## config.mk

```make
export PLATFORM = sky130hd
export DESIGN_NAME = display_scan_mux
export DESIGN_NICKNAME = d
export VERILOG_FILES = /design/src/rtl/display_scan_mux_pkg.sv /design/src/rtl/display_scan_mux_edge_sync.sv /design/src/rtl/display_scan_mux.sv
export SDC_FILE = /design/constraint.sdc
export NUM_CORES = 1
export LEC_CHECK = 0
export CORE_UTILIZATION = 25
export CTS_BUF_LIST = sky130_fd_sc_hd__clkbuf_16
export DETAILED_ROUTE_END_ITERATION = 10
export GPL_TIMING_DRIVEN = 0
export PLACE_DENSITY_LB_ADDON = 0.25
export SYNTH_ARGS = -nofsm -noshare
export SYNTH_HDL_FRONTEND = slang
export SYNTH_SLANG_ARGS = --single-unit
```

## constraint.sdc

```tcl
create_clock -name clk -period 6.1 [get_ports clk]
set_input_delay 1.22 -clock clk [delete_from_list [all_inputs] [get_ports clk]]
set_output_delay 1.22 -clock clk [all_outputs]
set_load 0.02 [all_outputs]
```

## src/rtl/display_scan_mux_pkg.sv

```systemverilog
// ---------------------------------------------------------------------------
// display_scan_mux_pkg
//   Shared types and helpers for the multiplexed 7-segment status display.
//   - state_e    : scan FSM states (IDLE, BLANK, DRIVE)
//   - SEG_OFF    : all segments dark (active-low)
//   - hex_to_seg : hex nibble to active-low {g,f,e,d,c,b,a} pattern
// ---------------------------------------------------------------------------
package display_scan_mux_pkg;

    typedef enum logic [1:0] {
        IDLE  = 2'd0,
        BLANK = 2'd1,
        DRIVE = 2'd2
    } state_e;

    localparam logic [6:0] SEG_OFF = 7'h7F;

    function automatic logic [6:0] hex_to_seg(input logic [3:0] nib);
        logic [6:0] seg;
        seg = SEG_OFF;
        case (nib)
            4'h0: seg = 7'h40;
            4'h1: seg = 7'h79;
            4'h2: seg = 7'h24;
            4'h3: seg = 7'h30;
            4'h4: seg = 7'h19;
            4'h5: seg = 7'h12;
            4'h6: seg = 7'h02;
            4'h7: seg = 7'h78;
            4'h8: seg = 7'h00;
            4'h9: seg = 7'h10;
            4'hA: seg = 7'h08;
            4'hB: seg = 7'h03;
            4'hC: seg = 7'h46;
            4'hD: seg = 7'h21;
            4'hE: seg = 7'h06;
            4'hF: seg = 7'h0E;
            default: seg = SEG_OFF;
        endcase
        return seg;
    endfunction

endpackage

```

## src/rtl/display_scan_mux_edge_sync.sv

```systemverilog
// ---------------------------------------------------------------------------
// display_scan_mux_edge_sync
//   Brings a slow divider output into the clk domain through a SYNC_STAGES
//   flop chain and derives a one-clk rising-edge pulse from it.
//   Ports:
//     clk    in  system clock
//     reset  in  asynchronous, active-low reset (chain cleared to 0)
//     din    in  asynchronous level from the clock divider
//     level  out synchronised level
//     pulse  out one-cycle pulse on each synchronised rising edge
// ---------------------------------------------------------------------------
module display_scan_mux_edge_sync #(
    parameter int SYNC_STAGES = 2
) (
    input  logic clk,
    input  logic reset,
    input  logic din,
    output logic level,
    output logic pulse
);

    logic [SYNC_STAGES-1:0] chain_q;
    logic [SYNC_STAGES-1:0] chain_d;
    logic                   prev_q;
    logic                   prev_d;

    always_comb begin
        chain_d = {chain_q[SYNC_STAGES-2:0], din};
        prev_d  = chain_q[SYNC_STAGES-1];
    end

    always_ff @(posedge clk or negedge reset) begin
        if (!reset) begin
            chain_q <= '0;
            prev_q  <= 1'b0;
        end else begin
            chain_q <= chain_d;
            prev_q  <= prev_d;
        end
    end

    assign level = chain_q[SYNC_STAGES-1];
    assign pulse = chain_q[SYNC_STAGES-1] & ~prev_q;

endmodule

```

## src/rtl/display_scan_mux.sv

```systemverilog
// ---------------------------------------------------------------------------
// display_scan_mux
//   Time-multiplexed 7-segment driver. The divider outputs are treated as
//   data: scan_div rising edges step through the digits, blink_div's level
//   gates digits selected in blink_mask. Every digit change is preceded by
//   one all-dark BLANK cycle to suppress ghosting.
//   Ports:
//     clk         in  system clock (only clock)
//     reset       in  asynchronous, active-low reset
//     scan_div    in  scan-rate square wave (one step per rising edge)
//     blink_div   in  blink-rate square wave (level = blink phase)
//     enable      in  1 = display on, 0 = dark and parked in IDLE
//     digit_data  in  hex nibble per digit, digit i = [4i+3:4i]
//     dp_in       in  decimal point per digit, 1 = lit
//     blink_mask  in  1 = digit i blinks
//     seg_n       out segments {g,f,e,d,c,b,a}, active-low, registered
//     dp_n        out decimal point, active-low, registered
//     an_n        out anodes, active-low one-cold, registered
//     digit_idx   out currently selected digit, registered
// ---------------------------------------------------------------------------
module display_scan_mux
    import display_scan_mux_pkg::*;
#(
    parameter int N_DIGITS    = 4,
    parameter int SYNC_STAGES = 2,
    localparam int IDX_W      = $clog2(N_DIGITS)
) (
    input  logic                  clk,
    input  logic                  reset,
    input  logic                  scan_div,
    input  logic                  blink_div,
    input  logic                  enable,
    input  logic [4*N_DIGITS-1:0] digit_data,
    input  logic [N_DIGITS-1:0]   dp_in,
    input  logic [N_DIGITS-1:0]   blink_mask,
    output logic [6:0]            seg_n,
    output logic                  dp_n,
    output logic [N_DIGITS-1:0]   an_n,
    output logic [IDX_W-1:0]      digit_idx
);

    logic scan_pulse;
    logic scan_level_unused;
    logic blink_phase;
    logic blink_pulse_unused;

    display_scan_mux_edge_sync #(.SYNC_STAGES(SYNC_STAGES)) u_scan_sync (
        .clk   (clk),
        .reset (reset),
        .din   (scan_div),
        .level (scan_level_unused),
        .pulse (scan_pulse)
    );

    display_scan_mux_edge_sync #(.SYNC_STAGES(SYNC_STAGES)) u_blink_sync (
        .clk   (clk),
        .reset (reset),
        .din   (blink_div),
        .level (blink_phase),
        .pulse (blink_pulse_unused)
    );

    state_e               state_q, state_d;
    logic [IDX_W-1:0]     idx_q, idx_d;
    logic [3:0]           snap_q, snap_d;
    logic                 snap_dp_q, snap_dp_d;
    logic [6:0]           seg_n_q, seg_n_d;
    logic                 dp_n_q, dp_n_d;
    logic [N_DIGITS-1:0]  an_n_q, an_n_d;

    // Next-state. The snapshot is taken on the BLANK->DRIVE transition so the
    // shown digit stays stable for the whole DRIVE period. A scan pulse that
    // lands in BLANK is simply not looked at.
    always_comb begin
        state_d   = state_q;
        idx_d     = idx_q;
        snap_d    = snap_q;
        snap_dp_d = snap_dp_q;
        if (!enable) begin
            state_d = IDLE;
            idx_d   = '0;
        end else begin
            case (state_q)
                IDLE: begin
                    if (scan_pulse) state_d = BLANK;
                end
                BLANK: begin
                    state_d   = DRIVE;
                    snap_d    = digit_data[{idx_q, 2'b00} +: 4];
                    snap_dp_d = dp_in[idx_q];
                end
                DRIVE: begin
                    if (scan_pulse) begin
                        state_d = BLANK;
                        idx_d   = (idx_q == IDX_W'(N_DIGITS - 1)) ? '0 : idx_q + IDX_W'(1);
                    end
                end
                default: begin
                    state_d = IDLE;
                    idx_d   = '0;
                end
            endcase
        end
    end

    // Outputs are computed from the next state so the registered pins line up
    // with the state register: dark in BLANK, new digit on the first DRIVE edge.
    // Blink gating uses the live mask and phase, not the snapshot.
    always_comb begin
        seg_n_d = SEG_OFF;
        dp_n_d  = 1'b1;
        an_n_d  = '1;
        if (state_d == DRIVE) begin
            seg_n_d = hex_to_seg(snap_d);
            dp_n_d  = ~snap_dp_d;
            if (!(blink_mask[idx_d] & ~blink_phase)) begin
                an_n_d = ~(N_DIGITS'(1) << idx_d);
            end
        end
    end

    always_ff @(posedge clk or negedge reset) begin
        if (!reset) begin
            state_q <= IDLE;
            idx_q   <= '0;
            seg_n_q <= SEG_OFF;
            dp_n_q  <= 1'b1;
            an_n_q  <= '1;
        end else begin
            state_q <= state_d;
            idx_q   <= idx_d;
            seg_n_q <= seg_n_d;
            dp_n_q  <= dp_n_d;
            an_n_q  <= an_n_d;
        end
    end

    // The snapshot is pure data and only ever read in DRIVE, which is always
    // entered through BLANK where it is loaded, so it carries no reset.
    always_ff @(posedge clk) begin
        snap_q    <= snap_d;
        snap_dp_q <= snap_dp_d;
    end

    assign seg_n     = seg_n_q;
    assign dp_n      = dp_n_q;
    assign an_n      = an_n_q;
    assign digit_idx = idx_q;

endmodule

```

Yosys cells after proc, flatten, opt, wreduce, memory -nomap -nowiden. Memories as Yosys holds them, arrays and structs flattened. Cells that the tools add are included.

Memories: 1. Memory bits (read-only): 112. Input port bits: 29. Output and inout port bits: 14. Register bits: 26. Logic and storage cells: 48.

Memories: (name not given) (words 16, bits a word 7, read ports 1, clocked after Yosys merged registers in 0, wr ports 0, RTL line display_scan_mux_pkg.sv:21) `case (nib)`.

Multiplexer cells: 19. Equality and inequality tests: 4. Add/sub/neg operators: 1. Bitwise gates (word level): 6. Order comparisons: 2. Reductions and logical operators: 3. Shift-type cells: 2.

Operator list (number): 4-bit 2-to-1 mux (4); 16-bit by 5-bit indexed part select with 4-bit output (1); 2-bit 2-to-1 mux (5); 2-bit case mux with 2 select lines (2); 7-bit 2-to-1 mux (1); 2-bit == test (second input constant) (3); 2-bit by 3-bit < comparator with 1-bit output (second input constant) (2); 1-bit 2-to-1 mux (5); 1-bit binary-select mux with 2-bit select (2); 4-bit inverter (1); 2-bit OR reduction (2); 1-bit by 2-bit left shift with 4-bit output (first input constant) (1); 1-bit inverter (3); 2-bit by 1-bit adder with 2-bit output (second input constant) (1); 1-bit AND (2); 2-bit by 1-bit == test with 1-bit output (second input constant) (1); 2-bit zero test (1).

Longest topological paths before layout. Gate-level depths: netlist of the first run.

Depth after elaboration: 10. Depth in mapped cells: 8. Depth with buffers taken out: 7.

Modules after synthesis. A second synthesis of the first run with hierarchy kept.

Cell total of the unflattened synthesis: 104. Area, all modules: 1380.1 um^2.

Modules (own cells, without submodules): display_scan_mux (seq. area each 515.5 um^2, times used 1, area an instance 1202.4 um^2, cells each 96); display_scan_mux_edge_sync (seq. area each 75.1 um^2, times used 2, area an instance 88.8 um^2, cells each 4).

Worst setup path after synthesis of the first run. Ideal clock, no wire load.

Kind: input to register. Start: input port digit_data[13]. End: register seg_n_q[0], in the netlist seg_n[0]. Arrival time: 2768 ps. Slack: 3249 ps. Path buffers: 0. Data required time: 6017 ps. Cell stages on the path: 7. Setup time: 83 ps. Cell sequence: mux4_2 > mux2i_1 > inv_1 > ha_1 > or3_1 > o21ai_0 > o21ai_1.

Cells in the longest elaborated chain, start to end: 5.

RTL lines: start: declaration (RTL line display_scan_mux.sv:33) `input logic [4*N_DIGITS-1:0] digit_data,`; 16-bit by 5-bit indexed part select with 4-bit output (RTL line display_scan_mux.sv:89) `snap_d = digit_data[{idx_q, 2'b00} +: 4];`; 4-bit 2-to-1 mux (RTL line display_scan_mux.sv:83) `case (state_q)`; 4-bit 2-to-1 mux (RTL line display_scan_mux.sv:79) `if (!enable) begin`; net snap_d[1] (RTL line display_scan_mux.sv:65) `logic [3:0] snap_q, snap_d;`; memory 16 x 7 bit; 7-bit 2-to-1 mux (RTL line display_scan_mux.sv:113) `if (state_d == DRIVE) begin`; net seg_n_d[0] (RTL line display_scan_mux.sv:67) `logic [6:0] seg_n_q, seg_n_d;`; end signal: assignment (RTL line display_scan_mux.sv:132) `seg_n_q <= seg_n_d;`; end: declaration (RTL line display_scan_mux.sv:67).

The timed path passes the listed nets, and every way through them passes these cells.

Final worst setup path of the first run.
Start: input port enable. End: register seg_n_q[0], in the netlist seg_n[0].

Cells in the longest elaborated chain, start to end: 3. Elaborated cells between the ends (all ways): 5. Those cells by class: eq/ne (1); mux (3); memory (1).

RTL lines: start: declaration (RTL line display_scan_mux.sv:32) `input logic enable,`; 4-bit 2-to-1 mux (RTL line display_scan_mux.sv:79); net snap_d[1] (RTL line display_scan_mux.sv:65); memory 16 x 7 bit; 7-bit 2-to-1 mux (RTL line display_scan_mux.sv:113); net seg_n_d[0] (RTL line display_scan_mux.sv:67).

The timed path passes the listed nets, and every way through them passes these cells.

==> flow_summary.toml, run 1 <==
[run_status]
status = "finished clean"

[critical_path]
ff2ff_path_depth = 8
r2r_end = "seg_n[0]"
r2r_slack_ps = 3650
required_ps = 6280
endpoint = "seg_n[0]"
crit_fanout = 6
r2r_start = "digit_idx[0]"
cp-end-kind = "register"
cp_data_arrival_time_ps = 3450
crit_type = "in2reg"
cp-startpoint = "enable"
startpoint_type = "input port"

[sta]
min_period_over_period = 0.537
period_minus_slack_ps = 3270
slew_violations = 0
fmax_ghz = 0.305
tightest_slew_ps = 862
setup_violations = 0
finalHoldViolations = 0
finalSetupTns_ps = 0
fin_worst_skew_ps = 3.97
slew_headroom = 0.424
timing.final.ws_setup_ps = 2830
rsz0062_at_grt = "no"

[die]
start_util = 0.260
die_height_um = 72.4
die_width_um = 72.4
num_rows = 25
num_io_pins = 43
core_um2 = 4750
die-area_um2 = 5240

[drt]
via_per_inst = 4.43
drt_iter0_drc = 29
route.vias.total = 931
avgRoutedWirePerCell_um = 11.7
remaining_drc_errors = 0
ant_nets = 0
totalWireLength_um = 2450
first_pass_iters = 4

[clock_tree]
cts-resized-gates = 0
clkTransAtPathRegs_ps = 60
clk_latency_ps = 260
cts_buffers = 3
cts_setup_buffers = 0
cts_tree = "yes"
ctsHtreeMaxLevel = 1
cts_max_path_buffers = 2
cts.sink_count = 26
ctsHoldBuffers = 0
clock-root-buffer = "clkbuf_16"

[final_layout]
layout_common_cells = "clkdlybuf4s50_1, dfstp_2, dfrtp_1"
layout_commonest_cell = "clkdlybuf4s50_1"
area.growth.synth_to_final_pct = 49.2
final_core_util = 0.388
final_cells = 210
fill_cells = 454
layout.nets = 180
diodes = 0
drive_gt1_frac = 0.196

[place]
numPortBuffers = 42
place_ws_ps = 2570
place_congestion = 0.790
dp.cells = 206
dp_hpwl_um = 2000

[synth]
synth_cell_types = 30
syn_nets = 133
ys_seq_elements = 26
ys_seq_area_frac = 0.518
synth-async-reset-ratio = 0.808
syn_area_um2 = 1240
yosysWarnings = 0
syn_inst = 97
synth_top_area_share = 0.255
syn_avg_cell_area_um2 = 12.8
synth.area.top_cells = "dfstp_2, dfrtp_1, mux4_2"
yosys.area.top_type = "dfstp_2"
synth_ff_type = "dfstp_2"
synth-edff-count = 0

[grt]
grtUsageTotal = 0.101
grt_pass1_wl_um = 4130
overflow = 0
grt_pass1_vias = 906
antenna_found_initial = 0
grt_max_degree = 22

[worst_hold_path]
holdCritPathClass = "reg2reg"

[run]
max_cap_violations = 0

[pwr]
powerDensity_nw_per_um2 = 270
p_leak_nw = 0.765
ir_worst_vdd_v = 0.000109
logic make-up (layout without fill, tap and decap cells):
group / Yosys count / count (layout) / share of synthesized area
AOI/OAI and AO/OA: 20 / 20 / 0.111
adders and majority gates: 7 / 7 / 0.0708
buffers and inverters: 8 / 54 / 0.0394
DFF: 26 / 26 / 0.518
muxes: 11 / 11 / 0.146
and+or+nand+nor: 25 / 25 / 0.115
critical path, stage by stage:
cell	delay [ps]
clkdlybuf4s50_1	550
nand3b_1	290
mux2i_1	400
inv_1	190
ha_1	260
or3_1	370
o21ai_0	80
o21ai_1	90
power breakdown:
group,total (mW),switching [mW],internal (mW)
clock network,0.185,0.0549,0.130
logic,0.121,0.0627,0.0583
registers,0.193,0.00423,0.189
worst min-delay path by stage:
stage / cells past startpoint / to / startpoint
final: 0 / u_scan_sync.chain_q[1] / u_scan_sync.chain_q[0]
after global routing: 0 / u_scan_sync.chain_q[1] / u_scan_sync.chain_q[0]
after CTS: 0 / u_scan_sync.chain_q[1] / u_scan_sync.chain_q[0]
after detailed placement: 0 / u_scan_sync.chain_q[1] / u_scan_sync.chain_q[0]
after global placement: 0 / u_scan_sync.chain_q[1] / u_scan_sync.chain_q[0]
after floorplan: 0 / u_blink_sync.chain_q[1] / u_blink_sync.chain_q[0]
stage by stage:
step | hold slack (ps) | power, mW | cell area [µm²]
2_1_floorplan | 331 | 0.272 | 1240
3_3_place_gp | 336 | 0.311 | 1740
3_5_place_dp | 341 | 0.315 | 1740
4_1_cts | 355 | 0.503 | 1850
5_1_grt | 362 | 0.523 | 1850
6_report | 351 | 0.499 | 1850
registers in the layout, indices dropped and copies added, names as in the netlist:
name	flops
seg_n	7
an_n	4
snap_q	4
digit_idx	2
state_q	2
u_blink_sync.chain_q	2
u_scan_sync.chain_q	2
dp_n	1
snap_dp_q	1
u_scan_sync.prev_q	1
layout make-up:
class                           count  area, µm²  share of cell area
Clock buffer                        3       75.1              0.0407
Multi-Input combinational cell     63        548               0.297
Clock inverter                      1       30.0              0.0163
Tap cell                           67       83.8              0.0454
Timing Repair Buffer               42        420               0.228
Buffer                              3       30.0              0.0163
Inverter                            5       18.8              0.0102
Sequential cell                    26        641               0.347
metal layers:
layer | vias up | GRT usage | share of wire
li1 | 449 | - | -
met5 | - | 0 | 0
met4 | 0 | 0.0349 | 0.011
met3 | 2 | 0.0222 | 0.042
met2 | 39 | 0.163 | 0.47
met1 | 441 | 0.134 | 0.47
cells in the mapped netlist, types with 2 or more instances:
master / n
a21oi_1: 4
a221o_1: 4
a22oi_1: 2
and3b_1: 2
buf_6: 2
dfrtp_1: 9
dfstp_2: 12
dfxtp_1: 5
ha_1: 7
inv_1: 5
mux2_2: 2
mux2i_1: 3
mux4_2: 5
nand2_1: 5
nand3_1: 4
nor2_1: 4
nor2b_1: 4
nor3b_1: 2
o21ai_0: 3
o21ai_1: 3
Power figures use the tool's default switching activity.
==> inputs of run 2 (changes only) <==
==> constraint.sdc (replaced) <==
create_clock -name clk -period 3.1 [get_ports clk]
set_input_delay 0.62 -clock clk [delete_from_list [all_inputs] [get_ports clk]]
set_output_delay 0.62 -clock clk [all_outputs]
set_load 0.02 [all_outputs]
==> results of run 2 <==
Same layout as run 1 (identical final DEF). Status: finished clean.
Main changes from that run: setup slack after placement 2570 ps -> 167 ps; setup slack after layout 2830 ps -> 426 ps; register-to-register setup slack 3650 ps -> 650 ps; total power 0.499 mW -> 0.982 mW; worst IR drop on VDD 0.000109 V -> 0.000214 V
==> inputs of run 3 (changes only) <==
--- a/config.mk
+++ b/config.mk
@@ -10,6 +10,7 @@
 export DETAILED_ROUTE_END_ITERATION = 10
 export GPL_TIMING_DRIVEN = 0
 export PLACE_DENSITY_LB_ADDON = 0.25
+export SETUP_SLACK_MARGIN = 0.5
 export SYNTH_ARGS = -nofsm -noshare
 export SYNTH_HDL_FRONTEND = slang
 export SYNTH_SLANG_ARGS = --single-unit
==> flow_summary.toml, run 3 (synthesized netlist as in run 1, its figures left out) <==
[die]
start_util = 0.260
num_rows = 25
die_width_um = 72.4
die-area_um2 = 5240
num_io_pins = 43
die_height_um = 72.4
core_um2 = 4750

[final_layout]
layout.nets = 183
area.growth.synth_to_final_pct = 51.4
layout_common_cells = "clkdlybuf4s50_1, dfstp_2, dfrtp_1"
largest_register_ffs = 7
diodes = 0
drive_gt1_frac = 0.226
final_cells = 213
layout_commonest_cell = "clkdlybuf4s50_1"

[sta]
min_period_over_period = 0.798
finalSetupTns_ps = 0
finalHoldViolations = 0
slew_headroom = 0.424
period_minus_slack_ps = 2470
rsz0062_at_grt = "no"
slew_violations = 0
setup_violations = 0
fin_worst_skew_ps = 3.94
tightest_slew_ps = 862
fmax_ghz = 0.404

[grt]
grt_pass1_vias = 910
antenna_found_initial = 0
grt_max_degree = 22
overflow = 0
grt_pass1_wl_um = 4160
grtUsageTotal = 0.102

[pwr]
powerDensity_nw_per_um2 = 531
p_leak_nw = 0.772
ir_worst_vdd_v = 0.000214

[run]
max_cap_violations = 0

[clock_tree]
cts_tree = "yes"
clock-root-buffer = "clkbuf_16"
cts_buffers = 3
cts_max_path_buffers = 2
ctsHoldBuffers = 0
clk_latency_ps = 260
cts.sink_count = 26
clkTransAtPathRegs_ps = 60
ctsHtreeMaxLevel = 1

[drt]
via_per_inst = 4.49
first_pass_iters = 4
route.vias.total = 956
ant_nets = 0
totalWireLength_um = 2500
drt_iter0_drc = 33
remaining_drc_errors = 0
avgRoutedWirePerCell_um = 11.7

[critical_path]
startpoint_type = "input port"
crit_fanout = 6
cp-end-kind = "register"
cp_data_arrival_time_ps = 2650
crit_type = "in2reg"
required_ps = 3280

[place]
numPortBuffers = 42
place_congestion = 0.790
dp_hpwl_um = 2000
dp.cells = 206

[run_status]
status = "finished clean"

[worst_hold_path]
holdCritPathClass = "reg2reg"
==> run 3: changes by cell type in the layout (fill, tap and decap cells not counted) <==
cell,change
mux2i_2,+1
inv_1,-1
buf_4,+3
inv_2,+1
mux2i_1,-1
==> run 3: report_power, final <==
group | switching [mW] | total (mW) | leakage, nW | internal, mW
Combinational | 0.126 | 0.250 | 0.439 | 0.124
Clock | 0.108 | 0.365 | 0.0511 | 0.257
Sequential | 0.00918 | 0.381 | 0.282 | 0.372
==> run 3: timing repair <==
action,4_1_cts,5_1_grt
buffers inserted,0,3
resized for setup,1,1
setup endpoints to repair,3,4
pin swaps,0,1
==> run 3: path summary, 6_finish.rpt <==
kind,from,endpoint,slack (ps),cells past startpoint
worst max-delay path,digit_data[1],seg_n[0],630,8
max in group asynchronous,reset,u_scan_sync.prev_q,1710,1
worst min register to register,u_scan_sync.chain_q[0],u_scan_sync.chain_q[1],350,0
min in group asynchronous,reset,u_blink_sync.chain_q[0],850,1
worst min-delay path,u_scan_sync.chain_q[0],u_scan_sync.chain_q[1],350,0
worst max register to register,digit_idx[0],seg_n[0],780,8
==> run 3: area by class of cell <==
type / count / area (µm²)
Tap cell: 67 / 83.8
Sequential cell: 26 / 641
Timing Repair Buffer: 45 / 443
Clock buffer: 3 / 75.1
Clock inverter: 1 / 30.0
Inverter: 5 / 18.8
Multi-Input combinational cell: 63 / 552
Buffer: 3 / 30.0
Fill cell: 452 / 2880
==> run 3: per-stage QoR <==
| stage | cell area, µm² | hold WS, ps | util | setup slack (ps) | total power [mW] |
|---|---|---|---|---|---|
| 2_1_floorplan | 1240 | 324 | - | 785 | 0.535 |
| 3_3_place_gp | 1740 | 336 | 0.366 | 218 | 0.612 |
| 3_5_place_dp | 1740 | 341 | 0.366 | 167 | 0.620 |
| 4_1_cts | 1850 | 355 | 0.389 | 502 | 0.992 |
| 5_1_grt | 1870 | 362 | 0.394 | 506 | 1.04 |
| 6_report | 1870 | 351 | 0.394 | 627 | 0.995 |
==> run 3: worst max-delay path, stage by stage <==
cell	delay (ps)
clkdlybuf4s50_1	400
mux4_2	480
mux2i_2	270
inv_2	110
ha_1	230
or3_1	370
o21ai_0	80
o21ai_1	90
==> run 3: per-layer routing <==
| layer | track usage | vias to the layer above | wire length [µm] |
|---|---|---|---|
| met3 | 0.0222 | 2 | 115 |
| met1 | 0.134 | 457 | 1150 |
| met2 | 0.164 | 43 | 1210 |
| li1 | - | 454 | - |
| met4 | 0.0349 | 0 | 27 |
| met5 | 0 | - | 0 |
